## config.mk

```make
export PLATFORM = sky130hd
export DESIGN_NAME = wallace_pipe_mult
export DESIGN_NICKNAME = d
export VERILOG_FILES = /design/src/rtl/wallace_pipe_mult.sv
export SDC_FILE = /design/constraint.sdc
export NUM_CORES = 1
export LEC_CHECK = 0
export ABC_AREA = 1
export CORE_MARGIN = 2
export CORE_UTILIZATION = 30
export DETAILED_ROUTE_END_ITERATION = 12
export PLACE_DENSITY = 0.5
export SYNTH_ARGS = -nofsm -noshare
export SYNTH_HDL_FRONTEND = slang
export SYNTH_SLANG_ARGS = --single-unit
```

## constraint.sdc

```tcl
create_clock -name clk -period 3.6 [get_ports clk]
set_input_delay 0.54 -clock clk [delete_from_list [all_inputs] [get_ports clk]]
set_output_delay 0.54 -clock clk [all_outputs]
set_load 0.1 [all_outputs]
```

## src/rtl/wallace_pipe_mult.sv

```systemverilog
// Three-stage pipelined WIDTH x WIDTH multiplier: Baugh-Wooley partial products reduced by a
// carry-save (3:2) Wallace tree, then a final carry-propagate add, with valid/ready on both sides.
module wallace_pipe_mult #(
   parameter int WIDTH = 8,
   parameter int CNT_W = 2
) (
   input  logic               clk,
   input  logic               rst,
   input  logic               in_valid,
   output logic               in_ready,
   input  logic [WIDTH-1:0]   a,
   input  logic [WIDTH-1:0]   b,
   input  logic               signed_mode,
   output logic               out_valid,
   input  logic               out_ready,
   output logic [2*WIDTH-1:0] product,
   output logic [CNT_W-1:0]   in_flight
);

   localparam int PW = 2 * WIDTH;
   localparam int R0 = WIDTH + 1;

   function automatic int nextRows(input int n);
      return (n / 3) * 2 + (n % 3);
   endfunction

   function automatic int levelsToTwo(input int n);
      int rows = n;
      int lv   = 0;
      for (int k = 0; k < 32; k++) begin
         if (rows > 2) begin
            rows = nextRows(rows);
            lv++;
         end
      end
      return lv;
   endfunction

   function automatic int rowsAfter(input int n, input int levels);
      int rows = n;
      for (int k = 0; k < 32; k++) begin
         if (k < levels) rows = nextRows(rows);
      end
      return rows;
   endfunction

   // Stage 1 takes the larger half of the reduction levels; stage 3 is the carry-propagate add.
   localparam int LV  = levelsToTwo(R0);
   localparam int LV1 = (LV + 1) / 2;
   localparam int LV2 = LV - LV1;
   localparam int R1  = rowsAfter(R0, LV1);

   typedef logic [R0-1:0][PW-1:0] rows_t;
   typedef logic [1:0][PW-1:0]    pair_t;

   // Each level compresses groups of three rows into a sum row and a shifted carry row.
   function automatic rows_t csaLevels(input rows_t rowsIn, input int nIn, input int levels);
      rows_t cur;
      rows_t nxt;
      int    n;
      int    full;
      cur = rowsIn;
      n   = nIn;
      for (int l = 0; l < LV; l++) begin
         if (l < levels) begin
            nxt  = '0;
            full = n / 3;
            for (int g = 0; g < R0 / 3; g++) begin
               if (g < full) begin
                  nxt[2*g]   = cur[3*g] ^ cur[3*g+1] ^ cur[3*g+2];
                  nxt[2*g+1] = ((cur[3*g] & cur[3*g+1]) | (cur[3*g] & cur[3*g+2]) |
                                (cur[3*g+1] & cur[3*g+2])) << 1;
               end
            end
            for (int k = 0; k < R0; k++) begin
               if (k >= 3 * full && k < n) nxt[k-full] = cur[k];
            end
            cur = nxt;
            n   = n - full;
         end
      end
      return cur;
   endfunction

   function automatic pair_t reduceToTwo(input rows_t rowsIn);
      rows_t r;
      r = csaLevels(rowsIn, R1, LV2);
      return r[1:0];
   endfunction

   logic             adv;
   rows_t            ppRows;
   rows_t            s1Rows_d;
   rows_t            s1Rows_q;
   pair_t            s2Rows_d;
   pair_t            s2Rows_q;
   logic [PW-1:0]    product_d;
   logic [PW-1:0]    product_q;
   logic             s1Valid_q;
   logic             s2Valid_q;
   logic             outValid_q;
   logic             inXfer;
   logic             outXfer;
   logic [CNT_W-1:0] inFlight_d;
   logic [CNT_W-1:0] inFlight_q;

   assign adv     = !outValid_q || out_ready;
   assign inXfer  = in_valid && adv;
   assign outXfer = outValid_q && out_ready;

   // Signed mode inverts the terms with exactly one MSB operand and adds 2^WIDTH + 2^(PW-1).
   always_comb begin
      ppRows = '0;
      for (int i = 0; i < WIDTH; i++) begin
         for (int j = 0; j < WIDTH; j++) begin
            ppRows[i][i+j] = (a[j] & b[i]) ^
                             (signed_mode & ((i == WIDTH - 1) != (j == WIDTH - 1)));
         end
      end
      if (signed_mode) begin
         ppRows[WIDTH][WIDTH]  = 1'b1;
         ppRows[WIDTH][PW-1]   = 1'b1;
      end
      s1Rows_d = csaLevels(ppRows, R0, LV1);
   end

   always_comb begin
      s2Rows_d  = reduceToTwo(s1Rows_q);
      product_d = s2Rows_q[0] + s2Rows_q[1];
   end

   always_comb begin
      inFlight_d = inFlight_q;
      if (inXfer && !outXfer) begin
         inFlight_d = inFlight_q + CNT_W'(1);
      end else if (!inXfer && outXfer) begin
         inFlight_d = inFlight_q - CNT_W'(1);
      end
   end

   // The whole pipe advances together; data registers only load behind a valid bit so the
   // product output keeps its last real value through bubbles.
   always_ff @(posedge clk or posedge rst) begin
      if (rst) begin
         s1Valid_q  <= 1'b0;
         s1Rows_q   <= '0;
         s2Valid_q  <= 1'b0;
         s2Rows_q   <= '0;
         outValid_q <= 1'b0;
         product_q  <= '0;
         inFlight_q <= '0;
      end else begin
         inFlight_q <= inFlight_d;
         if (adv) begin
            s1Valid_q  <= in_valid;
            s2Valid_q  <= s1Valid_q;
            outValid_q <= s2Valid_q;
            if (in_valid)  s1Rows_q  <= s1Rows_d;
            if (s1Valid_q) s2Rows_q  <= s2Rows_d;
            if (s2Valid_q) product_q <= product_d;
         end
      end
   end

   assign in_ready  = adv;
   assign out_valid = outValid_q;
   assign product   = product_q;
   assign in_flight = inFlight_q;

endmodule
```

# Word level (Yosys, flattened, before mapping)
# Cells that the tools add are included.
# Widths: inputs -> output; s select.
# classes
bitwise_logic,127
n_mux,3
reduce_logical,12
add_sub_neg,3
# op_table
operator,count
$or 15x15->15,10
$and 15x15->15,9
$xor 16x16->16,6
$and 1x1->1,64
$and 14x15->15,2
$add 16x16->16,1
$xor 14x16->16,1
$xor 15x16->16,1
$and 15x9->15,1
$xor 14x15->15,1
$and 14x9->14,1
$xor 1x1->1,14
$and 10x13->13,1
$and 11x13->13,1
$and 12x13->13,1
$or 12x13->13,1
$or 13x13->13,1
$xor 12x13->13,1
$and 11x12->12,1
$xor 11x12->12,1
$and 10x11->11,1
$xor 10x11->11,1
$and 8x10->10,1
$and 9x10->10,1
14 further kinds,22
# totals
output_inout_bits,20
ff_bits,114

# Depth between registers and ports, before layout
# logic_depth
depth_word,8
depth_mapped,12

# Least setup slack after synthesis
# Ideal clock, no wire load.
# synth_timing
kind,flip-flop to flip-flop
from,register outValid_q (netlist: out_valid)
to,register inFlight_q[1] (netlist: in_flight[1])
path_slack_ps,893
path_buffers,2
setup_ps,158
required_ps,3442
path_stages_with_launch,12
arrival_time_ps,2550
path_cell_list,dfrtp_1 -> inv_2 -> nor2_4 -> inv_2 -> nand2_1 -> inv_2 -> buf_6 -> buf_6 -> ha_1 -> a21oi_1 -> o21ai_0 -> xnor2_1
# synth_via
elab_chain_cells,6
# synth_rtl
element,line_no,text
"start, declared",101,logic outValid_q;
"start signal, assigned",157,outValid_q <= s2Valid_q;
$logic_not 1->1 *,107,assign adv = !outValid_q || out_ready;
$logic_or 1x1->1 *,107,
via in_ready,10,"output logic in_ready,"
$logic_and 1x1->1 *,108,assign inXfer = in_valid && adv;
via inXfer,102,logic inXfer;
$logic_not 1->1,136,end else if (!inXfer && outXfer) begin
$logic_and 1x1->1,136,
$reduce_bool 2->1 (no line),n/a,
"end signal, assigned",153,inFlight_q <= inFlight_d;
"end, declared",105,logic [CNT_W-1:0] inFlight_q;
# Mark *: on every way through the listed nets, which the timed path passes. The rest lies on a longest branch.
# A chain may end at the register's enable or synchronous reset.

# Final worst setup path
# layout_timing
from,register inFlight_q[0] (netlist: in_flight[0])
to,output port in_flight[0]
# layout_lines
element,line_no,text
"end, declared",17,output logic [CNT_W-1:0] in_flight
# No word-level cell between the ends.

==> impl_results.md <==
- Buf/Inv on CP: 1
- Initial DRC count: 264
- Post-synth top area share: 0.3934
- DR vias: 4,035
- Layout fillers: 1,989
- Crit start category: flip-flop
- Initial antenna violation count: 0
- GR Overflow Total: 0
- Total CTS buffers: 9
- Worst-path fanout max: 4
- Delay-heaviest family, CP: buffers and inverters
- CTS tree: built
- Vias per inst: about 4.3
- Final worst path period need: about 2400 ps
- DP Worst Slack: 872.1 ps
- Sequential share of the synthesized area: 0.3934
- Placed cell count: 929
- Final hold violation count: 0
- Synth Net Count: 778
- Count of final setup violators: 0
- Die W: 141.4 um
- Final cycle utilization of the critical path: 0.6750
- Post-detail-place hpwl: 8659 um
- Complex-gate fraction of the synthesized area: 0.03028
- Count of different cell masters after synthesis: 21
- Rows: 50
- Synth Area per Inst: 8.265 sq um
- Synthesis-stage register bit count: just under 90
- Synth area leader: dfrtp_1
- Max Buffers Root-to-Sink: 2
- H-Tree Depth: 3
- Largest net degree at the start of global routing: 90
- FF+latch area: 2227 sq um
- Largest family of logic cells by synthesized area: simple AND/OR/NAND/NOR gates
- Largest stage delay on the critical path: approximately 1200 ps
- # DRC: 0
- Vias in the first global route: 4,117
- Commonest non-fill, non-tap cell in the layout: nand2_1
- Mux share of post-synthesis cell area: 0
- First-pass DRT Iterations: 4
- Effective utilization at floorplan: 0.3047
- CTS Hold Bufs: 0
- Lkg Pwr: approximately 3.6 nW
- Antenna diodes: 0
- Die ar.: 19,990 sq um
- Arr. time, crit path: about 1900 ps
- Status: completed
- Fraction of layout cells with a size suffix above 1: 0.03657
- CTS Root Cell: clkbuf_16
- Buffers added on ports: 40
- Design Power: 4.767 mW
- Overall global routing resource usage: 0.1301
- Cell count after synthesis: 685
- Worst setup margin: 1170 ps
- Clock Skews: 5.863 ps
- Core area: 18,580 sq um
- Clk_lat worst skew: 350 ps
- VDD IR max: 0.2258 mV
- Slew margin rel.: 0.3512
- Simple-gate portion of the synthesized area: 0.2323
- Worst Hold Class: reg -> reg
- Synth Area in Adders: 0.2095
- Mapped Area: 5662 sq um
- Postcts setup bufs: 0
- Worst-Margin Slew: 970.2 ps
- Final setup TNS: 0 ps
- Multi-input logic area: 2874 sq um
- Routed wire length: roughly 12,000 um
- WL/cell: roughly 12 um
- Critical Path, Cell by Cell: clkdlybuf4s50_1
- First-pass GRT wire length: around 21,000 um
- Number of I/O pins: 41
- Post-CTS sizing: 0
- RePlAce Congestion: around 0.8
- Height of the die: 141.4 um
- Crit Path Class: reg -> out
- CP max-delay cell: clkdlybuf4s50_1
- Nets: 799
- Layout area overhead: 14.36%
- Yosys warning count: 0
- Max-Cap Viols: 0
- # clock sinks: 89
- Fmax: 0.4115 GHz
- Max Slew Vio Count: 0
- RSZ-0062 raised after global routing: false
- Detail Route Antenna Nets: 0
- Non-filler cells, final: 945
- Clock transition at the registers of the reported paths: 60 ps
- Critical Path Sink Type: output port
- Synth Area in XOR/XNOR: 0.03558
- Pwr Density: 736.2 nW/um^2
- Most frequent cells in the layout: 303 x nand2_1, 91 x inv_1, 89 x dfrtp_1, 39 x clkdlybuf4s50_1, 38 x fa_1
- Required time of the worst setup path: 3060 ps
- Ranking of synthesized cells by area: dfrtp_1 39%, nand2_1 20%, fa_1 13%
-- area by class of cell --
cell class	count	share of cell area
well taps	234	0.04522
inverters	95	0.05527
clock buffers	13	0.04019
clock inverters	3	0.002319
multi-input cells	466	0.4439
flip-flops and latches	89	0.3440
repair buffers	45	0.06918
-- cells by family after synthesis --
logic type               Yosys count
AND/OR/NAND/NOR                  337
XOR/XNOR                          23
flip-flops                        89
AO/OA/AOI/OAI                     34
adder cells (fa/ha/maj)           72
buffers and inverters            130
-- sequential cells by signal (all words and copies together), names as in the netlist --
signal / cells
s1Rows_q: 41
s2Rows_q: 27
product: 16
in_flight: 2
out_valid: 1
s1Valid_q: 1
s2Valid_q: 1
-- per-stage QoR --
step | instance area [sq um] | util | hold WS [ps]
2_1_floorplan | 5662 | - | 431.7
3_3_place_gp | 6200 | 0.3337 | 453.0
3_5_place_dp | 6200 | 0.3337 | 460.5
4_1_cts | 6475 | 0.3485 | 476.0
5_1_grt | 6475 | 0.3485 | 489.3
6_report | 6475 | 0.3485 | 468.9
-- routing by layer --
metal | part of all wire | routed length [um] | track usage
met5 | 0 | 0 | 0
met4 | 0.019 | 228 | 0.05632
met3 | 0.026 | 306 | 0.01384
met2 | 0.40 | 4712 | 0.1883
met1 | 0.55 | 6522 | 0.1967
-- final timing paths --
kind	startpoint	to	slack, ps	cells past startpoint
max in group asynchronous	rst	s2Rows_q[0]$_DFFE_PP0P_	2600	3
hold / removal	product[3]$_DFFE_PP0P_	product[3]$_DFFE_PP0P_	470	2
setup reg to reg	out_valid$_DFFE_PP0N_	s2Rows_q[12]$_DFFE_PP0P_	1670	6
min in group asynchronous	rst	product[6]$_DFFE_PP0P_	620	3
hold reg to reg	product[3]$_DFFE_PP0P_	product[3]$_DFFE_PP0P_	470	2
setup / recovery	in_flight[0]$_DFFE_PP0P_	in_flight[0]	1170	1
-- synthesized netlist by cell type --
master      n
inv_1      92
xnor2_1     7
buf_4       2
nor2_1     12
nor2_4      2
ha_1       34
a31oi_1     1
nand4_1     2
buf_6       7
fa_1       38
a21oi_1     7
buf_1       1
o21ai_0    26
dfrtp_1    89
xor2_1     16
nand3_1    15
nand2_1   303
nand3b_1    3
inv_2       3
buf_2      10
clkbuf_1   15
-- power by group --
group | leakage [nW] | internal (mW) | switching, mW
clock network | 0.139 | 0.502 | 0.380
registers | 1.14 | 1.34 | 0.211
logic | 2.35 | 0.726 | 1.61
Power figures use the tool's default switching activity.
